**src/rtl/bus_req_pkg.sv**
```systemverilog
// Shared types, defaults and helpers for the multi-channel bus request master.
package bus_req_pkg;

  localparam int unsigned DefAddrW   = 32;
  localparam int unsigned DefDataW   = 64;
  localparam int unsigned DefNumCh   = 8;
  localparam int unsigned DefTimeout = 255;

  typedef enum logic {
    REQ_READ  = 1'b0,
    REQ_WRITE = 1'b1
  } req_kind_e;

  // Width of a channel index; never zero so single-channel users still get a port.
  function automatic int unsigned chan_idx_w(input int unsigned num_ch);
    return (num_ch > 1) ? $clog2(num_ch) : 1;
  endfunction

  localparam int unsigned DefIdxW = chan_idx_w(DefNumCh);

  typedef logic [DefIdxW-1:0] chan_idx_t;

endpackage

```
**src/rtl/rr_arbiter.sv**
```systemverilog
// Round-robin arbiter: highest priority goes to the channel after the last grant.
module rr_arbiter
  import bus_req_pkg::*;
#(
  parameter int unsigned NUM_CH = DefNumCh,
  localparam int unsigned IdxW = chan_idx_w(NUM_CH)
) (
  input  logic              clk,
  input  logic              reset,
  input  logic [NUM_CH-1:0] req_i,
  input  logic              advance_i,
  output logic [NUM_CH-1:0] grant_o,
  output logic [IdxW-1:0]   grant_idx_o,
  output logic              any_o
);

  logic [IdxW-1:0] last_q, last_d;
  logic [IdxW-1:0] cand;
  logic [IdxW-1:0] idx;
  logic            found;

  // Scan from last_grant+1 around the ring, keeping the first requester seen.
  always_comb begin
    found = 1'b0;
    idx   = '0;
    cand  = '0;
    for (int unsigned i = 1; i <= NUM_CH; i++) begin
      cand = IdxW'((32'(last_q) + i) % NUM_CH);
      if (!found && req_i[cand]) begin
        found = 1'b1;
        idx   = cand;
      end
    end
  end

  // One-hot grant, encoded index and next pointer.
  always_comb begin
    grant_o = '0;
    if (found) grant_o[idx] = 1'b1;
    grant_idx_o = idx;
    any_o       = found;
    last_d      = (advance_i && found) ? idx : last_q;
  end

  // Pointer resets to the top channel so channel 0 wins first.
  always_ff @(posedge clk or posedge reset) begin
    if (reset) last_q <= IdxW'(NUM_CH - 1);
    else       last_q <= last_d;
  end

endmodule

```
**src/rtl/bus_req_arbiter.sv**
```systemverilog
// Multi-channel request master: arbitrates client requests onto a single held
// output slot, tags each request with its channel and flags stalled requests.
module bus_req_arbiter
  import bus_req_pkg::*;
#(
  parameter int unsigned ADDR_W  = DefAddrW,
  parameter int unsigned DATA_W  = DefDataW,
  parameter int unsigned NUM_CH  = DefNumCh,
  parameter int unsigned TIMEOUT = DefTimeout,
  localparam int unsigned IdxW = chan_idx_w(NUM_CH),
  localparam int unsigned CntW = $clog2(TIMEOUT + 1)
) (
  input  logic                     clk,
  input  logic                     reset,
  input  logic [NUM_CH-1:0]        ch_valid,
  output logic [NUM_CH-1:0]        ch_ready,
  input  logic [NUM_CH-1:0]        ch_write,
  input  logic [NUM_CH*ADDR_W-1:0] ch_addr,
  input  logic [NUM_CH*DATA_W-1:0] ch_data,
  output logic [ADDR_W-1:0]        addr,
  output logic [DATA_W-1:0]        data,
  output logic                     wen,
  output logic                     ren,
  output logic [IdxW-1:0]          valid,
  input  logic                     ready,
  output logic                     err_timeout,
  input  logic                     err_clr
);

  logic [ADDR_W-1:0] addr_arr [NUM_CH];
  logic [DATA_W-1:0] data_arr [NUM_CH];

  for (genvar gi = 0; gi < NUM_CH; gi++) begin : g_unpack
    assign addr_arr[gi] = ch_addr[gi*ADDR_W +: ADDR_W];
    assign data_arr[gi] = ch_data[gi*DATA_W +: DATA_W];
  end

  logic [ADDR_W-1:0] addr_q, addr_d;
  logic [DATA_W-1:0] data_q, data_d;
  logic              wen_q, wen_d;
  logic              ren_q, ren_d;
  logic [IdxW-1:0]   idx_q, idx_d;
  logic [CntW-1:0]   wait_q, wait_d;
  logic              err_q, err_d;

  logic [NUM_CH-1:0] grant;
  logic [IdxW-1:0]   g;
  logic              any_req;
  logic              slot_full, take, accept, stall;
  req_kind_e         kind;

  assign slot_full = wen_q | ren_q;
  assign take      = !slot_full || ready;
  assign accept    = take && any_req;
  assign stall     = slot_full && !ready;
  assign kind      = req_kind_e'(ch_write[g]);

  rr_arbiter #(
    .NUM_CH (NUM_CH)
  ) u_rr_arbiter (
    .clk         (clk),
    .reset       (reset),
    .req_i       (ch_valid),
    .advance_i   (take),
    .grant_o     (grant),
    .grant_idx_o (g),
    .any_o       (any_req)
  );

  // Slot load on accept, drain on ready, otherwise hold everything stable.
  always_comb begin
    addr_d = addr_q;
    data_d = data_q;
    wen_d  = wen_q;
    ren_d  = ren_q;
    idx_d  = idx_q;
    if (accept) begin
      addr_d = addr_arr[g];
      data_d = (kind == REQ_WRITE) ? data_arr[g] : '0;
      wen_d  = (kind == REQ_WRITE);
      ren_d  = (kind == REQ_READ);
      idx_d  = g;
    end else if (ready) begin
      wen_d = 1'b0;
      ren_d = 1'b0;
    end
  end

  // Wait counter only runs while stalled; an accept can never coincide with a stall.
  always_comb begin
    wait_d = '0;
    if (stall) wait_d = (wait_q == CntW'(TIMEOUT)) ? wait_q : wait_q + 1'b1;
  end

  // Sticky timeout: a set in the same cycle beats a clear.
  always_comb begin
    err_d = err_q;
    if (stall && (wait_q == CntW'(TIMEOUT))) err_d = 1'b1;
    else if (err_clr)                        err_d = 1'b0;
  end

  // Slot, counter and flag state.
  always_ff @(posedge clk or posedge reset) begin
    if (reset) begin
      addr_q <= '0;
      data_q <= '0;
      wen_q  <= 1'b0;
      ren_q  <= 1'b0;
      idx_q  <= '0;
      wait_q <= '0;
      err_q  <= 1'b0;
    end else begin
      addr_q <= addr_d;
      data_q <= data_d;
      wen_q  <= wen_d;
      ren_q  <= ren_d;
      idx_q  <= idx_d;
      wait_q <= wait_d;
      err_q  <= err_d;
    end
  end

  assign ch_ready    = take ? grant : '0;
  assign addr        = addr_q;
  assign data        = data_q;
  assign wen         = wen_q;
  assign ren         = ren_q;
  assign valid       = idx_q;
  assign err_timeout = err_q;

endmodule

```
**config.mk**
```make
export PLATFORM = sky130hd
export DESIGN_NAME = bus_req_arbiter
export DESIGN_NICKNAME = d
export VERILOG_FILES = /design/src/rtl/bus_req_pkg.sv /design/src/rtl/rr_arbiter.sv /design/src/rtl/bus_req_arbiter.sv
export SDC_FILE = /design/constraint.sdc
export NUM_CORES = 1
export LEC_CHECK = 0
export CAP_MARGIN = 5
export CORE_AREA = 10 10 340 342
export CTS_CLUSTER_DIAMETER = 80
export DETAILED_ROUTE_END_ITERATION = 12
export DIE_AREA = 0 0 350 352
export SYNTH_ARGS = -nofsm -noshare
export SYNTH_HDL_FRONTEND = slang
export SYNTH_SLANG_ARGS = --single-unit
```
**constraint.sdc**
```tcl
create_clock -name clk -period 6.5 [get_ports clk]
set_input_delay 1.3 -clock clk [delete_from_list [all_inputs] [get_ports clk]]
set_output_delay 1.3 -clock clk [all_outputs]
set_load 0.02 [all_outputs]
```
* Yosys cells after proc, flatten, opt, wreduce, memory -nomap -nowiden
Index checks and enable logic that the tools add are counted.
** Storage, ports and cells
- Register bits :: 113
- Latch bits :: 0
- RAM bits :: 0
- Bits in read-only memories :: 0
- Output and inout port bits :: 110
- Memories kept :: 0
** Cells by class
- Add/sub/neg operators :: 9
- $mul :: 0
- Divide/modulo/power cells :: 0
- Order comparisons :: 11
- Equal/unequal tests :: 2
- Shifts and indexed selects :: 0
- Multiplexer cells :: 52
- Bitwise gates (word level) :: 3
- Reduce and logical (&&, ||, !) cells :: 23
** Operator list (number)
- $bmux W64 S3 :: 1
- $mux W64 :: 3
- $bmux W32 S3 :: 1
- $mux W32 :: 2
- $lt A3 B4 Y1 const B :: 9
- $mux W8 :: 4
- $bmux W1 S3 :: 9
- $mux W3 :: 8
- $mux W1 :: 23
- $add A3 B3 Y3 const B :: 4
- $logic_and A1 B1 Y1 :: 11
- $logic_not A1 Y1 :: 9
- $add A8 B1 Y8 const B :: 1
- $eq A8 B8 Y1 const B :: 1
- $add A3 B1 Y3 const B :: 2
- $add A3 B2 Y3 const B :: 2
- $ge A4 B4 Y1 const B :: 1
- $not A3 Y4 :: 1
- $reduce_bool A2 Y1 :: 2
- $demux W1 S3 :: 1
- $ge A3 B1 Y1 const B :: 1
- $ne A2 B2 Y1 const B :: 1
- $logic_or A1 B1 Y1 :: 1
- $not A1 Y1 :: 1
- $or A1 B1 Y1 :: 1

* Longest topological paths before layout
- Depth in word-level cells :: 31
- Mapped depth :: 18

* By module
Synthesis repeated with hierarchy kept, for this count alone.
** Unflattened totals
- Cells, all modules :: 865
- Area, all modules :: 11136.9 um^2
** By module, submodules not included
- bus_req_arbiter :: instances 1, cells each 734, area each 9823.2 um^2
- rr_arbiter :: instances 1, cells each 131, area each 1313.8 um^2

* Worst setup path after synthesis
OpenSTA, ideal clock, no wires.
- Path type :: register -> output
- Start point :: register u_rr_arbiter.last_q[1]
- End point :: output port ch_ready[7]
- Data arrival time :: 4356 ps
- Slack :: 844 ps
- Cell stages (with the launch flop) :: 16
- Buffers on the path :: 6
- Cell sequence :: dfstp_2 > buf_6 > clkbuf_1 > inv_1 > ha_1 > buf_6 > mux2_1 > mux4_2 > nor3b_2 > nand3_1 > a22oi_2 > buf_2 > clkbuf_1 > buf_2 > nand2_1 > nor3b_1
** On the way
- Longest elaborated chain between the ends :: 31
- Elaborated cells on any way between the ends :: 61
- Classes of those cells :: add/sub (8); order compare (2); mux (36); reduce/logical (15)
** Ends and longest elaborated chain
- start, declared :: RTL line rr_arbiter.sv:17 : logic [IdxW-1:0] last_q, last_d;
- start signal, assigned :: RTL line rr_arbiter.sv:47 : if (reset) last_q <= IdxW'(NUM_CH - 1);
- start signal, assigned :: RTL line rr_arbiter.sv:48 : else last_q <= last_d;
- $add A3 B1 Y3 :: RTL line rr_arbiter.sv:28 : cand = IdxW'((32'(last_q) + i) % NUM_CH);
- $bmux W1 S3 :: RTL line rr_arbiter.sv:29 : if (!found && req_i[cand]) begin
- $mux W1 (not written as such) :: RTL line rr_arbiter.sv:29
- $mux W1 :: RTL line rr_arbiter.sv:29
- $logic_not A1 Y1 :: RTL line rr_arbiter.sv:29
- $logic_and A1 B1 Y1 :: RTL line rr_arbiter.sv:29
- $mux W1 :: RTL line rr_arbiter.sv:29
- $logic_not A1 Y1 :: RTL line rr_arbiter.sv:29
- [15 not listed]
- $logic_and A1 B1 Y1 :: RTL line rr_arbiter.sv:29
- $mux W3 :: RTL line rr_arbiter.sv:29
- $lt A3 B4 Y1 (not written as such) or $ge A3 B1 Y1 (tied branches) :: RTL line rr_arbiter.sv:39 : if (found) grant_o[idx] = 1'b1;
- $logic_and A1 B1 Y1 (not written as such) :: RTL line rr_arbiter.sv:39
- $mux W1 (not written as such) :: RTL line rr_arbiter.sv:39
- $demux W1 S3
- $mux W8 * :: RTL line rr_arbiter.sv:39
- $mux W8 * :: RTL line bus_req_arbiter.sv:123 : assign ch_ready = take ? grant : '0;
- end, declared :: RTL line bus_req_arbiter.sv:16 : output logic [NUM_CH-1:0] ch_ready,
Mark *: on every way between the ends. The rest lies on a longest branch, timed or not. The select of a mux whose other input is x is not followed.

* Worst setup path in the final report
- Start point :: input port ch_valid[6]
- End point :: output port ch_ready[1]
** On the way
- Longest elaborated chain between the ends :: 30
- Elaborated cells on any way between the ends :: 53
- Classes of those cells :: order compare (2); mux (36); reduce/logical (15)
** Ends and longest elaborated chain
- start, declared :: RTL line bus_req_arbiter.sv:15 : input logic [NUM_CH-1:0] ch_valid,
- $bmux W1 S3 :: RTL line rr_arbiter.sv:29
- $mux W1 (not written as such) :: RTL line rr_arbiter.sv:29
- $mux W1 :: RTL line rr_arbiter.sv:29
- $logic_not A1 Y1 :: RTL line rr_arbiter.sv:29
- $logic_and A1 B1 Y1 :: RTL line rr_arbiter.sv:29
- $mux W1 :: RTL line rr_arbiter.sv:29
- $logic_not A1 Y1 :: RTL line rr_arbiter.sv:29
- $logic_and A1 B1 Y1 :: RTL line rr_arbiter.sv:29
- [14 not listed]
- $logic_and A1 B1 Y1 :: RTL line rr_arbiter.sv:29
- $mux W3 :: RTL line rr_arbiter.sv:29
- $lt A3 B4 Y1 (not written as such) or $ge A3 B1 Y1 (tied branches) :: RTL line rr_arbiter.sv:39
- $logic_and A1 B1 Y1 (not written as such) :: RTL line rr_arbiter.sv:39
- $mux W1 (not written as such) :: RTL line rr_arbiter.sv:39
- $demux W1 S3
- $mux W8 * :: RTL line rr_arbiter.sv:39
- $mux W8 * :: RTL line bus_req_arbiter.sv:123
Marks and branches as above.

==> results.toml <==
[final_layout]
multiInputGateArea_sq_um = 7800
synthToLayoutAreaGrowth_pct = 99.3
fillers = 12100
post-route-util_pct = 20.6
nets = 3073
seq_area_sq_um = 2830
drive_gt1_share_pct = 7.89
final_cells = 3713

[global_routing]
grt_pass1_wl_um = 132000
grt_pass1_vias = 15900
grt_max_degree = 113
grt_antenna_before_repair = 30
grt_usage_pct = 15.1
overflow = 0

[routing]
drc = 0
drtAntennaViolNets = 0
drt_iter0_markers = 1290
viasPerCell = 4.17
wirelength_um = 97500
vias = 15500
firstDrtPassIters = 5
wl_per_cell_um = 26.3

[synth]
synth.avg_cell_area_sq_um = 7.65
synth_nets = 2260
synth_ff_type = "dfrtp_1"
ys_warn_count = 0
synthTopCellsByCount = "nand2_1, a21oi_1, dfrtp_1"
yosys.cell_types.count = 64
yosys.area.top_type = "dfrtp_1"
yosysSeqAreaShare_pct = 25.2
syn_inst = 1469
synth_top_area_share_pct = 24.5
synth-seq-cells = 113
synth.most_common_cell = "nand2_1"
synth-edff-count = 0
netlist_top_cells_area = "dfrtp_1, nand2_1, mux4_2"
async_reset_ff_share_pct = 100
synthesis.area_sq_um = 11200

[critical_path]
cpMostUsedCell = "clkdlybuf4s50_1"
cp-startpoint = "ch_valid[6]"
crit_chain = "clkdlybuf4s50_1 > mux4_2 > mux2_2 > nor2_1 > nand3_1 > nand2b_2 > and2_1 > nor3_1 > clkdlybuf4s50_1"
cp_slowest_stage_delay_ns = 0.65
crit_slowest_cell = "clkdlybuf4s50_1"
required_ns = 5.20
end_kind = "output pin"
cp_top_family = "simple AND/OR/NAND/NOR gates"
cp.arrival_ns = 4.91
path_buf_inv = 2
rr_startpoint = "u_rr_arbiter.last_q[0]"
crit_type = "primary input to output pin"
startpoint_type = "primary input"
cp_max_fo = 8

[timing]
fin_crit_sh_pct = 95.5
rsz0062_at_grt = "no"
fmax_mhz = 161
holdWs_ns = 0.476
slew_headroom_pct = 26.7
setup_viol = 0
tns_ns = 0
hold_viol = 0
timing.final.crit_period_ns = 6.21
tightest_slew_ns = 1.09
clock_skew_ns = 0.0147
maxSlewViolCount = 0

[clock_network]
cts_tree = "built"
clk_latency_ns = 0.49
clkTransAtPathRegs_ns = 0.06
clk_path_buf_depth = 2
htreeDepth = 4
clock_sink_count = 113
cts-buffers-inserted = 17
clockRootBuffer = "clkbuf_16"

[placed_design]
place_inst = 3677
dpl.hpwl_um = 81600
routabilityCongestion = 0.970
portBuffers = 897

[floorplan]
start_util_pct = 10.4
row_count = 121
die_h_um = 352
fp.dieW_um = 350
die_area_sq_um = 123000
core_area_sq_um = 109000
pin_count = 898

[min_path]
hold_path.class = "flop to flop"
hold_start = "valid[1]"

[run]
max_cap_viol_count = 0

[run_status]
status = "finished, final reports clean"
-- worst paths after layout --
kind / cells past startpoint / to / slack [ns]
worst min-delay path: 2 / valid[1] / 0.48
worst max-delay path: 9 / ch_ready[1] / 0.29
max in group asynchronous: 3 / addr[18] / 4.39
worst min register to register: 2 / valid[1] / 0.48
worst max register to register: 14 / data[44] / 1.21
min in group asynchronous: 2 / data[17] / 1.23
-- logic make-up after synthesis --
group / after synthesis / synth area share, %
AND/OR/NAND/NOR: 675 / 24.5
adder cells (fa/ha/maj): 3 / 0.334
XOR/XNOR: 7 / 0.545
flip-flops: 113 / 25.2
multiplexers: 115 / 19.1
buffers and inverters: 149 / 5.91
AO/OA/AOI/OAI: 407 / 24.4
-- layout by cell type (no fill, tap or decap), drive strengths merged, types with 17 or more instances in the layout --
cell type,netlist,routed
nor2,17,17
o211ai,17,17
buf,69,33
dfrtp,110,110
clkbuf,67,19
and3,58,58
o21ai,73,73
a22oi,65,65
mux2,17,17
a21oi,137,137
clkdlybuf4s50,0,897
nand2,563,563
mux2i,21,21
mux4,77,77
a311oi,55,55
a211o,27,27
-- worst register-to-register path: cells and delay by family (launching register included) --
kind                       cells  cell delay [ns]
buffers and inverters          4             1.44
muxes                          2             1.01
and+or+nand+nor                3             0.44
adders and majority gates      1             0.70
AOI/OAI and AO/OA              4             1.10
DFF                            1             0.53
-- final cells by class --
| class | count | area share, % |
|---|---|---|
| Sequential cell | 113 | 12.6 |
| Multi-Input combinational cell | 1207 | 34.8 |
| Tap cell | 1414 | 7.89 |
| Antenna cell | 4 | 0.0447 |
| Clock inverter | 13 | 0.821 |
| Clock buffer | 19 | 2.02 |
| Inverter | 13 | 0.240 |
| Timing Repair Buffer | 930 | 41.6 |
-- state kept, by name, indices dropped and copies added, names as in the netlist --
| register | cells |
|---|---|
| addr | 32 |
| data | 64 |
| err_timeout | 1 |
| ren | 1 |
| u_rr_arbiter.last_q | 3 |
| valid | 3 |
| wait_q | 8 |
| wen | 1 |
-- layer usage --
layer,wire (um),vias up,share of wire [%],global-route usage [%]
li1,-,6954,-,-
met1,40800,7577,42,18.8
met2,44800,826,46,24.3
met3,9900,89,10,5.75
met4,1780,20,1.8,3.85
met5,139,-,0.14,0
-- per-stage QoR --
stage	instance area (sq um)	setup slack, ns
floorplan	11200	0.844
finish	22400	0.293
global placement	21800	0.264
detailed placement	21800	0.237
global route	22400	0.112
CTS	22400	0.233
-- timing repair --
action	in CTS	in global routing
gates resized for setup	0	1
endpoints found under the setup margin	0	1
buffers inserted	0	0
hold buffers	0	0
Power is not shown: default switching activity piles up to over one toggle a cycle in this logic, so the estimate is an artifact.
